`src/rtl/ov5640_cfg_seq.sv`:
```
// OV5640 register-table sequencer: walks a synchronous ROM of {reg_addr, data}
// entries and turns each one into a 4-byte I2C write through the I2C master.
module ov5640_cfg_seq #(
  parameter logic [7:0]  DEV_ADDR  = 8'h78,
  parameter logic [9:0]  REG_NUM   = 10'd256,
  parameter logic [23:0] PWR_DLY   = 24'd1_000_000,
  parameter logic [16:0] MS_CYC    = 17'd100_000,
  parameter logic [3:0]  RETRY_MAX = 4'd3,
  parameter logic [19:0] ACK_TMO   = 20'd500_000
) (
  input  logic        clk_i,
  input  logic        rstn_i,
  input  logic        cfg_start_i,
  output logic [9:0]  tab_addr_o,
  input  logic [23:0] tab_data_i,
  output logic [31:0] iic_wr_data_o,
  output logic [7:0]  iic_wr_cnt_o,
  output logic [7:0]  iic_rd_cnt_o,
  output logic        iic_mode_o,
  output logic        iic_req_o,
  input  logic        iic_busy_i,
  input  logic        iic_bus_error_i,
  output logic        cfg_done_o,
  output logic        cfg_error_o,
  output logic [9:0]  cfg_idx_o
);

  localparam logic [3:0] ST_PWR_WAIT = 4'd0;
  localparam logic [3:0] ST_FETCH    = 4'd1;
  localparam logic [3:0] ST_LOAD     = 4'd2;
  localparam logic [3:0] ST_REQ      = 4'd3;
  localparam logic [3:0] ST_BUSY     = 4'd4;
  localparam logic [3:0] ST_ERR_WAIT = 4'd5;
  localparam logic [3:0] ST_DELAY    = 4'd6;
  localparam logic [3:0] ST_NEXT     = 4'd7;
  localparam logic [3:0] ST_DONE     = 4'd8;
  localparam logic [3:0] ST_FAIL     = 4'd9;

  logic [3:0]  state;
  logic [9:0]  idx;
  logic [23:0] pwr_cnt;
  logic [24:0] dly_cnt;
  logic [19:0] tmo_cnt;
  logic [3:0]  retry;
  logic        err_flag;
  logic [31:0] wr_data;
  logic        busy_meta, busy_s;
  logic        err_meta, err_s;

  // busy/bus_error come from the master's SCL-divided domain
  always_ff @(posedge clk_i or negedge rstn_i) begin
    if (!rstn_i) begin
      busy_meta <= 1'b0;
      busy_s    <= 1'b0;
      err_meta  <= 1'b0;
      err_s     <= 1'b0;
    end else begin
      busy_meta <= iic_busy_i;
      busy_s    <= busy_meta;
      err_meta  <= iic_bus_error_i;
      err_s     <= err_meta;
    end
  end

  always_ff @(posedge clk_i or negedge rstn_i) begin
    if (!rstn_i) begin
      state    <= ST_PWR_WAIT;
      idx      <= '0;
      pwr_cnt  <= '0;
      dly_cnt  <= '0;
      tmo_cnt  <= '0;
      retry    <= '0;
      err_flag <= 1'b0;
      wr_data  <= '0;
    end else begin
      case (state)
        ST_PWR_WAIT: begin
          if ({1'b0, pwr_cnt} + 25'd1 >= {1'b0, PWR_DLY}) begin
            idx   <= '0;
            state <= ST_FETCH;
          end else begin
            pwr_cnt <= pwr_cnt + 24'd1;
          end
        end
        ST_FETCH: state <= ST_LOAD;
        ST_LOAD: begin
          if (tab_data_i[23:8] == 16'hFFFF) begin
            if (tab_data_i[7:0] == 8'd0) begin
              state <= ST_NEXT;
            end else begin
              dly_cnt <= {17'd0, tab_data_i[7:0]} * {8'd0, MS_CYC};
              state   <= ST_DELAY;
            end
          end else begin
            wr_data <= {tab_data_i[7:0], tab_data_i[15:8], tab_data_i[23:16], DEV_ADDR};
            tmo_cnt <= '0;
            state   <= ST_REQ;
          end
        end
        ST_REQ: begin
          if (busy_s) begin
            err_flag <= 1'b0;
            state    <= ST_BUSY;
          end else if ({1'b0, tmo_cnt} + 21'd1 >= {1'b0, ACK_TMO}) begin
            state <= ST_ERR_WAIT;
          end else begin
            tmo_cnt <= tmo_cnt + 20'd1;
          end
        end
        ST_BUSY: begin
          if (err_s) err_flag <= 1'b1;
          if (!busy_s) state <= (err_flag || err_s) ? ST_ERR_WAIT : ST_NEXT;
        end
        // Retry only once the master has fully released busy and its error flag
        ST_ERR_WAIT: begin
          if (!busy_s && !err_s) begin
            if (retry < RETRY_MAX) begin
              retry   <= retry + 4'd1;
              tmo_cnt <= '0;
              state   <= ST_REQ;
            end else begin
              state <= ST_FAIL;
            end
          end
        end
        ST_DELAY: begin
          if (dly_cnt == '0) state <= ST_NEXT;
          else dly_cnt <= dly_cnt - 25'd1;
        end
        ST_NEXT: begin
          retry <= '0;
          if (idx == REG_NUM - 10'd1) begin
            state <= ST_DONE;
          end else begin
            idx   <= idx + 10'd1;
            state <= ST_FETCH;
          end
        end
        ST_DONE: begin
          if (cfg_start_i) begin
            idx   <= '0;
            state <= ST_FETCH;
          end
        end
        ST_FAIL: begin
          if (cfg_start_i) begin
            idx   <= '0;
            retry <= '0;
            state <= ST_FETCH;
          end
        end
        default: state <= ST_PWR_WAIT;
      endcase
    end
  end

  // Request and status are decoded from state so an async reset drops them at once
  assign iic_req_o     = (state == ST_REQ);
  assign cfg_done_o    = (state == ST_DONE);
  assign cfg_error_o   = (state == ST_FAIL);
  assign tab_addr_o    = idx;
  assign cfg_idx_o     = idx;
  assign iic_wr_data_o = wr_data;
  assign iic_wr_cnt_o  = 8'd4;
  assign iic_rd_cnt_o  = 8'd0;
  assign iic_mode_o    = 1'b0;

endmodule

```
`config.mk`:
```
export PLATFORM = sky130hd
export DESIGN_NAME = ov5640_cfg_seq
export DESIGN_NICKNAME = d
export VERILOG_FILES = /design/src/rtl/ov5640_cfg_seq.sv
export SDC_FILE = /design/constraint.sdc
export NUM_CORES = 1
export LEC_CHECK = 0
export CAP_MARGIN = 20
export CORE_UTILIZATION = 57
export DETAILED_ROUTE_END_ITERATION = 8
export GPL_TIMING_DRIVEN = 0
export HOLD_SLACK_MARGIN = 0.08
export PLACE_DENSITY_LB_ADDON = 0.2
export SETUP_SLACK_MARGIN = 0.2
export SKIP_CTS_REPAIR_TIMING = 1
export SYNTH_ARGS = -nofsm -noshare
export SYNTH_HDL_FRONTEND = slang
export SYNTH_SLANG_ARGS = --single-unit
```
`constraint.sdc`:
```
create_clock -name clk_i -period 4.11 [get_ports clk_i]
set_input_delay 0.822 -clock clk_i [delete_from_list [all_inputs] [get_ports clk_i]]
set_output_delay 0.822 -clock clk_i [all_outputs]
set_load 0.01 [all_outputs]
```
==> results.sh <==
export IMPL_start_util_pct=58.5
export IMPL_clock_path_buffers=2
export IMPL_synth_largest_area_cell="dfrtp_1"
export IMPL_violations="negative setup slack"
export IMPL_path_clk_slew_ps=50
export IMPL_p_sw_share_pct=37.5
export IMPL_setup_viol=1
export IMPL_clock_fmax_ghz=0.233
export IMPL_grt_total_usage_pct=27.6
export IMPL_synth_seq_cells=117
export IMPL_clk_latency_ps=420
export IMPL_synth_top_area_share_pct=35.9
export IMPL_async_reset_ff_share_pct=100
export IMPL_fin_setup_tns_ps=-185
export IMPL_fin_skew_ps=6.45
export IMPL_rsz0062_at_grt="yes"
export IMPL_grt_pass1_wl_mm=32.2
export IMPL_routed_wl_met3_mm=1.13
export IMPL_p_leak_nw=4.37
export IMPL_fin_nets=1126
export IMPL_grt_pass1_vias=6692
export IMPL_drt_pass1_iterations=7
export IMPL_grt_max_degree=75
export IMPL_dp_slack_ps=-1140
export IMPL_final_max_slew_violation_count=0
export IMPL_layout_drive_gt1_share_pct=14.9
export IMPL_diodes=0
export IMPL_p_switching_w=0.00226
export IMPL_cts_buffers=17
export IMPL_synthCells=896
export IMPL_cts_tree="built"
export IMPL_clock_sinks=117
export IMPL_yosysWarnings=0
export IMPL_io_pins=101
export IMPL_grt_ovfl_total=0
export IMPL_antenna_found_initial=0
export IMPL_fp_dieW_um=122
export IMPL_hold_viol=0
export IMPL_ys_top_cells_by_count="dfrtp_1 (117), nand2_1 (70), o21ai_0 (68), nor2_1 (66), ha_1 (62)"
export IMPL_end_kind="flop"
export IMPL_whs_ps=330
export IMPL_syn_area_um2=8150
export IMPL_internal_power_w=0.00376
export IMPL_crit_fanout=6
export IMPL_min_path_type="primary input to asynchronous set/reset pin"
export IMPL_synth_seq_area_share_pct=35.9
export IMPL_critPathLaunchType="primary input"
export IMPL_core_area_um2=13900
export IMPL_drc=0
export IMPL_hpwl_mm=13.8
export IMPL_crit_type="primary input to flop"
export IMPL_chipHeight_um=122
export IMPL_timing_final_crit_share_pct=104
export IMPL_cts_root_buf="clkbuf_16"
export IMPL_wire_per_inst_um=16.5
export IMPL_synth_area_leaders="dfrtp_1 (36%), ha_1 (9.5%), o21ai_0 (4.2%)"
export IMPL_fin_crit_ps=4290
export IMPL_port_buffer_count=79
export IMPL_ant_nets=0
export IMPL_num_vias=7271
export IMPL_fin_total_pwr_w=0.00602
export IMPL_synth_flop_cell="dfrtp_1"
export IMPL_wl_met1_mm=8.61
export IMPL_routed_via_density=5.98
export IMPL_peakVddDrop_v=0.000427
export IMPL_final_util_pct=72.7
export IMPL_crit_arrival_ps=4570
export IMPL_wl_met2_mm=9.99
export IMPL_p_clk_share_pct=25.1
export IMPL_p_per_area_nw_per_um2=594
export IMPL_comb_power_share_pct=45.2
export IMPL_fp_dieArea_um2=14800
export IMPL_worstMarginPinSlew_ps=933
export IMPL_drt_initial_drc_count=584
export IMPL_fin_ws_ps=-185
export IMPL_drt_wl_total_mm=20.0
export IMPL_cts_max_level=4
export IMPL_syn_area_per_cell_um2=9.09
export IMPL_dr_max_layer_used="met4"
export IMPL_slew_headroom_pct=37.2
export IMPL_worst_ep_required_time_ps=4380
export IMPL_post_synth_top_count_cell="dfrtp_1"
export IMPL_synthDistinctLibCells=73
export IMPL_rows=43
export IMPL_gp_congestion=0.909
export IMPL_outcome="finished, violations left"
export IMPL_syn2layout_area_growth_pct=24.3
export IMPL_pwr_share_seq_pct=29.7
export IMPL_max_cap_violations=0
export IMPL_synth_edf_count=0
==> path summary, 6_finish.rpt <==
kind                            depth (start not counted)           endpoint  slack (ps)           from
worst max register to register                          9           state[2]         630     tmo_cnt[0]
worst max-delay path                                   14        dly_cnt[23]        -180  tab_data_i[5]
worst min register to register                          0              err_s         350       err_meta
max in group asynchronous                               2  iic_wr_data_o[26]        3070         rstn_i
min in group clk_i                                      0              err_s         350       err_meta
worst min-delay path                                    1        pwr_cnt[16]         330         rstn_i
==> critical path: stages <==
cell and delay, ps:
buf_2 200, ha_4 240, ha_1 310, fa_1 470, ha_1 310, ha_1 360
or2_2 310, a21oi_2 190, a31oi_4 60, a41o_1 290, or4_1 440, a31oi_1 240
xor2_1 200, o221ai_1 120
==> per-stage QoR <==
| stage | std cells | instance area, um^2 |
|---|---|---|
| 4_1_cts | 1208 | 9970 |
| 2_1_floorplan | 915 | 8310 |
| 5_1_grt | 1216 | 10100 |
| 6_report | 1216 | 10100 |
| 3_5_place_dp | 1176 | 9360 |
| 3_3_place_gp | 1174 | 9330 |
==> sequential cells by signal, indices dropped and copies added (netlist names) <==
| name | count |
|---|---|
| err_flag | 1 |
| state | 4 |
| cfg_idx_o | 10 |
| pwr_cnt | 24 |
| busy_s | 1 |
| iic_wr_data_o | 25 |
| dly_cnt | 25 |
| busy_meta | 1 |
| retry | 4 |
| err_s | 1 |
| tmo_cnt | 20 |
| err_meta | 1 |
==> cell usage in the layout, fill, tap and decap left out, types with 15 or more instances in the layout <==
cell,n
dfrtp_1,117
nand2_1,70
clkdlybuf4s50_1,70
nor2_1,66
o21ai_0,65
ha_1,50
a21oi_1,42
buf_4,42
clkbuf_1,33
nand3_1,32
xnor2_1,32
inv_1,30
nor3_1,30
mux2_2,27
nand4_1,22
conb_1,21
nor4_1,17
clkbuf_16,17
and3_1,15
==> per-layer routing <==
metal	track usage [%]	vias to the layer above
met5	0	-
met4	9.49	0
met3	5.38	31
met2	44.9	251
met1	36.9	3507
li1	-	3482
==> power groups by stage <==
stage                     clock network [W]  logic (W)  registers (W)
after global placement                    0    0.00252        0.00177
after detailed placement                  0    0.00258        0.00179
after floorplan                           0    0.00164        0.00181
after global routing                0.00157    0.00298        0.00183
final                               0.00151    0.00272        0.00179
after CTS                           0.00152    0.00260        0.00178
==> final cells by class <==
| type | count | area, um^2 |
|---|---|---|
| buffer | 71 | 400 |
| clock buffer | 24 | 512 |
| fill | 1027 | 3800 |
| clock inverter | 8 | 95.1 |
| timing repair buffer | 89 | 871 |
| sequential | 117 | 2930 |
| multi-input combinational | 694 | 4980 |
| tap | 180 | 225 |
| inverter | 33 | 124 |
==> cells by family after synthesis <==
group / count (synthesis) / share of synthesized area (%)
simple gates: 323 / 20.7
compound gates: 207 / 16.0
flops: 117 / 35.9
buf+inv: 104 / 6.42
fa+ha+maj: 74 / 12.5
xor+xnor: 39 / 4.19
mux: 30 / 4.15
other cells: 2 / 0.0922
No activity file was read; power rests on OpenSTA's default activity.
